[config.mk]
export PLATFORM = sky130hd
export DESIGN_NAME = data_mem_param
export DESIGN_NICKNAME = d
export VERILOG_FILES = /design/src/rtl/data_mem_param.sv
export SDC_FILE = /design/constraint.sdc
export NUM_CORES = 2
export LEC_CHECK = 0
export ABC_CLOCK_PERIOD_IN_PS = 36900
export CAP_MARGIN = 30
export CELL_PAD_IN_SITES_DETAIL_PLACEMENT = 0
export CELL_PAD_IN_SITES_GLOBAL_PLACEMENT = 2
export CORE_MARGIN = 5
export CORE_UTILIZATION = 54
export CTS_CLUSTER_DIAMETER = 100
export DETAILED_ROUTE_END_ITERATION = 6
export PLACE_DENSITY_LB_ADDON = 0.2
export SYNTH_ARGS = -nofsm -noshare
export SYNTH_HDL_FRONTEND = slang
export SYNTH_SLANG_ARGS = --single-unit
[constraint.sdc]
create_clock -name clk_i -period 36.9 [get_ports clk_i]
set_input_delay 5.535 -clock clk_i [delete_from_list [all_inputs] [get_ports clk_i]]
set_output_delay 5.535 -clock clk_i [all_outputs]
set_load 0.005 [all_outputs]
[src/rtl/data_mem_param.sv]
// rtl/data_mem_param.sv - MEM-stage data memory with lane strobes, registered read and post-reset clear sweep
// Accesses are accepted only while ready_o is high; out-of-range accesses flag addr_err_o.
module data_mem_param #(
    parameter int DATA_W     = 8,
    parameter int LANE_W     = 8,
    parameter int ADDR_W     = 8,
    parameter int DEPTH      = 256,
    parameter int INIT_CLEAR = 1
) (
    input  logic                       clk_i,
    input  logic                       rst_i,
    input  logic                       mem_read_i,
    input  logic                       mem_write_i,
    input  logic [DATA_W/LANE_W-1:0]   wr_strb_i,
    input  logic [ADDR_W-1:0]          address_in_i,
    input  logic [DATA_W-1:0]          data_in_i,
    output logic [DATA_W-1:0]          rd_data_o,
    output logic                       rd_valid_o,
    output logic                       ready_o,
    output logic                       addr_err_o
);

    localparam int NLANE = DATA_W / LANE_W;
    localparam int IDX_W = (DEPTH > 1) ? $clog2(DEPTH) : 1;

    typedef enum logic {ST_CLEAR, ST_IDLE} state_t;

    state_t              state_q;
    logic [IDX_W-1:0]    clr_cnt_q;
    logic                ready_q;
    logic                rd_valid_q;
    logic                addr_err_q;
    logic [DATA_W-1:0]   rd_data_q;
    logic [DATA_W-1:0]   mem_q [DEPTH];

    logic                in_range;
    logic [IDX_W-1:0]    idx;
    logic [DATA_W-1:0]   old_word;
    logic [DATA_W-1:0]   merged_word;
    logic [DATA_W-1:0]   rd_word_d;
    logic                acc_rd;
    logic                acc_wr;

    assign in_range = ({1'b0, address_in_i} < (ADDR_W+1)'(DEPTH));
    assign idx      = address_in_i[IDX_W-1:0];
    assign old_word = mem_q[idx];
    assign acc_rd   = ready_q & mem_read_i;
    assign acc_wr   = ready_q & mem_write_i;

    // Strobed lanes replace the stored word; also the write-first read value.
    always_comb begin
        merged_word = old_word;
        for (int i = 0; i < NLANE; i++) begin
            if (wr_strb_i[i]) begin
                merged_word[i*LANE_W +: LANE_W] = data_in_i[i*LANE_W +: LANE_W];
            end
        end
    end

    always_comb begin
        rd_word_d = '0;
        if (in_range) begin
            rd_word_d = acc_wr ? merged_word : old_word;
        end
    end

    // Array has no reset; it is only written by the sweep or an accepted in-range write.
    always_ff @(posedge clk_i) begin
        if (state_q == ST_CLEAR && !rst_i) begin
            mem_q[clr_cnt_q] <= '0;
        end else if (acc_wr && in_range) begin
            mem_q[idx] <= merged_word;
        end
    end

    always_ff @(posedge clk_i or posedge rst_i) begin
        if (rst_i) begin
            state_q    <= (INIT_CLEAR != 0) ? ST_CLEAR : ST_IDLE;
            ready_q    <= (INIT_CLEAR == 0);
            clr_cnt_q  <= '0;
            rd_data_q  <= '0;
            rd_valid_q <= 1'b0;
            addr_err_q <= 1'b0;
        end else begin
            rd_valid_q <= 1'b0;
            addr_err_q <= 1'b0;
            case (state_q)
                ST_CLEAR: begin
                    clr_cnt_q <= clr_cnt_q + IDX_W'(1);
                    if (clr_cnt_q == IDX_W'(DEPTH - 1)) begin
                        state_q   <= ST_IDLE;
                        ready_q   <= 1'b1;
                        clr_cnt_q <= '0;
                    end
                end
                ST_IDLE: begin
                    if (acc_rd) begin
                        rd_data_q  <= rd_word_d;
                        rd_valid_q <= 1'b1;
                    end
                    addr_err_q <= (acc_rd | acc_wr) & ~in_range;
                end
                default: state_q <= ST_IDLE;
            endcase
        end
    end

    assign rd_data_o  = rd_data_q;
    assign rd_valid_o = rd_valid_q;
    assign ready_o    = ready_q;
    assign addr_err_o = addr_err_q;

endmodule

# [Word-level counts from Yosys, hierarchy flattened]
# Memories as Yosys holds them, arrays and structs flattened.
# Cells that the tools add are included.
[classes] n_reduce_logical=5 bitwise=3 addsub=1 n_eq_ne=1 mux=15
[ops] op="8-bit 2-to-1 mux" count=5
[ops] op="1-bit 2-to-1 mux" count=10
[ops] op="8-bit by 1-bit adder with 8-bit output, second input constant" count=1
[ops] op="8-bit == test, second input constant" count=1
[ops] op="8-bit OR reduction" count=1
[ops] op="2-bit AND reduction" count=2
[ops] op="1-bit AND" count=2
[ops] op="1-bit logical AND" count=1
[ops] op="1-bit zero test" count=1
[ops] op="1-bit inverter" count=1
[word_totals] out_inout_bits=11 reg_bits=19 inputBits=21 memories=1 ram_bits=2048
[mem_list] name="mem_q" depth=256 word_bits=8 rd=1 rd_clocked_by_memory_dff=0 wr=1 line="34" source="logic [DATA_W-1:0] mem_q [DEPTH];"

# [Logic depth before layout (Yosys ltp)]
[depth] depth_word=6 ltp_mapped=15 ltp_nobuf=8

# [Worst setup path before layout]
# OpenSTA, ideal clock, no wires.
[synth_timing] path_kind="input -> register" start="in address_in_i[0]" end="mem mem_q[0][3] (data pin)" required_ns=34.657 arrival_time_ns=17.639 path_buffers=6 path_slack_ns=17.018 stages=12 setup_ns=2.243 path_cell_list="buf_6 -> buf_12 -> buf_12 -> buf_8 -> buf_12 -> buf_8 -> mux2i_1 -> a221oi_2 -> nor3_1 -> o221ai_1 -> o311ai_2 -> a211oi_1"
[synth_via] elab_chain_cells=3
[synth_rtl] element="start: declaration" line="15" source="input logic [ADDR_W-1:0] address_in_i,"
[synth_rtl] element="memory read 256 x 8 bit"
[synth_rtl] element="8-bit 2-to-1 mux" line="54" source="if (wr_strb_i[i]) begin"
[synth_rtl] element="8-bit 2-to-1 mux (no source line)"
[synth_rtl] element="end: declaration" line="34"
# Every way passes these cells.

# [Final worst setup path]
[layout_timing] start="in address_in_i[0]" end="mem mem_q[114][0] (data pin)"
# The elaborated chain is that of the path after synthesis.

==> results.toml <==
[synth]
avgSynthCellArea_um2 = 20.6
netlist_instances = 3943
synth_top_cells_by_area = "edfxtp_1 (76%), mux4_2 (12%), mux2i_1 (2.4%)"
yosysTopAreaCell = "edfxtp_1"
synth_edf_count = 2048
synth_area_mm2 = 0.0811
netlist-cell-type-count = 82
ys_top_cells_by_count = "edfxtp_1 (2048), mux4_2 (441), nor2_1 (304)"
synth.most_common_cell = "edfxtp_1"
synthFlopType = "edfxtp_1"
ys_seq_area_share_pct = 76.5
ys.warnings.count = 0
synth_fp_nets = 3965
async_reset_ff_share_pct = 0.919
synth_top_area_share_pct = 75.9
ys_ff_latch = 2067

[run]
maxCapViolCount = 0

[worst_hold_path]
hold_path_class = "reg -> reg"

[pwr]
ir_drop_mv = 0.0500
seqPwrFrac_pct = 54.6
power_density_mw_per_mm2 = 51.8
switching_power_mw = 0.957
switching_share_pct = 20.6
clkPwrFrac_pct = 42.2
power_frac_comb_pct = 3.3
p_leak_nw = 23.6
internal_power_mw = 3.70

[worst_setup_path]
end_kind = "flop"
r2r_end = "mem_q[233][3]$_DFFE_PP_"
cp.arrival_ns = 12.70
r2r_setup_slack_ns = 32.10
critical_path_class = "in -> reg"
startpoint = "address_in_i[0]"
reg2reg_depth = 7
worstPathRequired_ns = 37.43
worstReg2RegStart = "state_q$_DFF_PP0_"
critPathMaxFanout = 77
cp-start-kind = "primary input"
setup.worst_path.end = "mem_q[114][0]$_DFFE_PP_"

[cts]
cts_root_buffer = "clkbuf_16"
cts_tree = "done"
clk_latency_ns = 0.82
cts_htree_levels = 4
hold_buffers = 0
clk_pin_slew_ns = 0.06
cts_sinks = 2067
numCtsBuffers = 202
cts_buffer_depth = 3
cts_setup_buffers = 0
cts-resized-gates = 0

[detailed_routing]
first_iter_violations = 4812
drc_errors = 0
wl_per_cell_um = 34.9
viasPerCell = 6.51
ant_nets = 0
vias = 40700
dr.pass1.iters = 6
wirelength_mm = 219

[sta]
rsz0062_at_grt = "no"
slew_viol_final = 60
fin_crit_sh_pct = 33.0
clock.fmax_ghz = 0.0822
setup_tns_ns = 0
holdWs_ns = 0.488
setup_violations = 0
hold_violations = 0
fin_skew_ns = 0.0294
period_minus_slack_ns = 12.17
worst_pin_slew_ns = 1.61
max-slew-margin-rel_pct = -7.37

[global_routing]
grt_max_degree = 257
gr-total-overflow = 0
grt_pass1_wl_mm = 310
first_global_vias = 40400
grt_use_total_pct = 27.9
antenna_found_initial = 8

[floorplan]
core.rowCount = 142
start_util_pct = 54.2
core_area_mm2 = 0.150
die_w_um = 397
die_area_mm2 = 0.158
io_pins = 32
fp.dieH_um = 397

[final_layout]
multi_input_area_mm2 = 0.0176
n_fill_cell = 10800
nNetsFinal = 4094
final_area_mm2 = 0.0899
syn_to_final_growth_pct = 10.9
ff_latch_area_mm2 = 0.0620
utilization_pct = 60.1
drive_gt1_share_pct = 21.1

[place]
placed_area_mm2 = 0.0835
port_buffers = 30
hpwlAfterDp_mm = 130
gp_congestion = 0.834

[run_status]
violations = "slew limit"
status = "complete, but fails checks"
area by class of cell:
type	instances	area share (%)
antenna	3	0.00835
clock buffer	262	6.00
clock inverter	109	0.923
inverter	10	0.0446
multi-input combinational	1636	19.6
sequential	2067	69.0
tap	2016	2.81
timing repair buffer	155	1.68
critical path: stages:
cell and delay, ns:
buf_8 0.43, buf_4 0.66, buf_4 0.62, buf_4 0.78, buf_4 0.64, mux4_2 0.34
mux2i_1 0.07, mux2_2 0.28, a21oi_1 0.28, a221o_1 0.32, o31ai_1 0.26, or3_1 0.48
o21ai_4 0.23, buf_4 0.76, buf_4 0.62
state kept, by name, indices dropped and copies added (netlist names):
register	count
mem_q	2048
clr_cnt_q	8
rd_data_o	8
rd_valid_o	1
ready_o	1
state_q	1
through the flow:
step	std cells	total power, mW	setup WS, ns
after floorplan	3943	2.69	17.02
after global placement	5845	2.74	23.94
after detailed placement	5869	2.74	23.81
after CTS	6240	4.68	24.65
after global routing	6255	4.78	24.18
final	6258	4.66	24.73
cells by family (layout without fill, tap and decap cells):
| logic type | after synthesis | in the layout | share of synthesized area (%) |
|---|---|---|---|
| AOI/OAI and AO/OA | 370 | 370 | 3.24 |
| xor gates and xnor gates | 4 | 4 | 0.0432 |
| adders and majority gates | 1 | 1 | 0.0154 |
| buffers and inverters | 240 | 536 | 2.03 |
| DFF | 2067 | 2067 | 76.5 |
| muxes | 656 | 656 | 15.0 |
| other | 1 | 4 | 0.00463 |
| and+or+nand+nor | 604 | 604 | 3.25 |
worst min path at each step:
| stage | from | endpoint | slack, ns | cells past startpoint |
|---|---|---|---|---|
| 6_report | rd_data_o[6]$_DFFE_PP0P_ | rd_data_o[6]$_DFFE_PP0P_ | 0.49 | 2 |
| 3_3_place_gp | rd_data_o[1]$_DFFE_PP0P_ | rd_data_o[1]$_DFFE_PP0P_ | 0.47 | 1 |
| 4_1_cts | rd_data_o[0]$_DFFE_PP0P_ | rd_data_o[0]$_DFFE_PP0P_ | 0.49 | 1 |
| 5_1_grt | rd_data_o[0]$_DFFE_PP0P_ | rd_data_o[0]$_DFFE_PP0P_ | 0.50 | 1 |
| 2_1_floorplan | rd_data_o[1]$_DFFE_PP0P_ | rd_data_o[1]$_DFFE_PP0P_ | 0.47 | 1 |
| 3_5_place_dp | rd_data_o[0]$_DFFE_PP0P_ | rd_data_o[0]$_DFFE_PP0P_ | 0.48 | 1 |
cell usage in the layout, fill, tap and decap left out, types with 24 or more instances in the layout:
master	instances
a21oi_1	38
a22oi_1	67
buf_4	101
clkbuf_1	53
clkbuf_16	206
clkdlybuf4s50_1	24
clkinv_1	56
clkinv_2	34
edfxtp_1	2048
mux2i_1	198
mux4_2	441
nand2_1	134
nand3_1	36
nor2_1	302
nor3_1	36
o22ai_1	87
routing by layer:
metal  GRT usage [%]  part of all wire [%]  vias up  wire, µm
li1                -                     -    16600         -
met2            42.6                    46     1939    102000
met1            40.6                    41    21800     89000
met5               0                0.0050        -        11
met4            8.52                   3.2        2      7070
met3            6.83                   9.6      347     20900
power by group through the flow:
stage / registers (mW) / logic, mW / clock network, mW
6_report: 2.54 / 0.152 / 1.96
5_1_grt: 2.54 / 0.157 / 2.09
4_1_cts: 2.54 / 0.151 / 1.99
3_5_place_dp: 2.59 / 0.151 / 0
3_3_place_gp: 2.59 / 0.151 / 0
2_1_floorplan: 2.59 / 0.0951 / 0
Note: power is estimated with default switching activity, not from simulation.
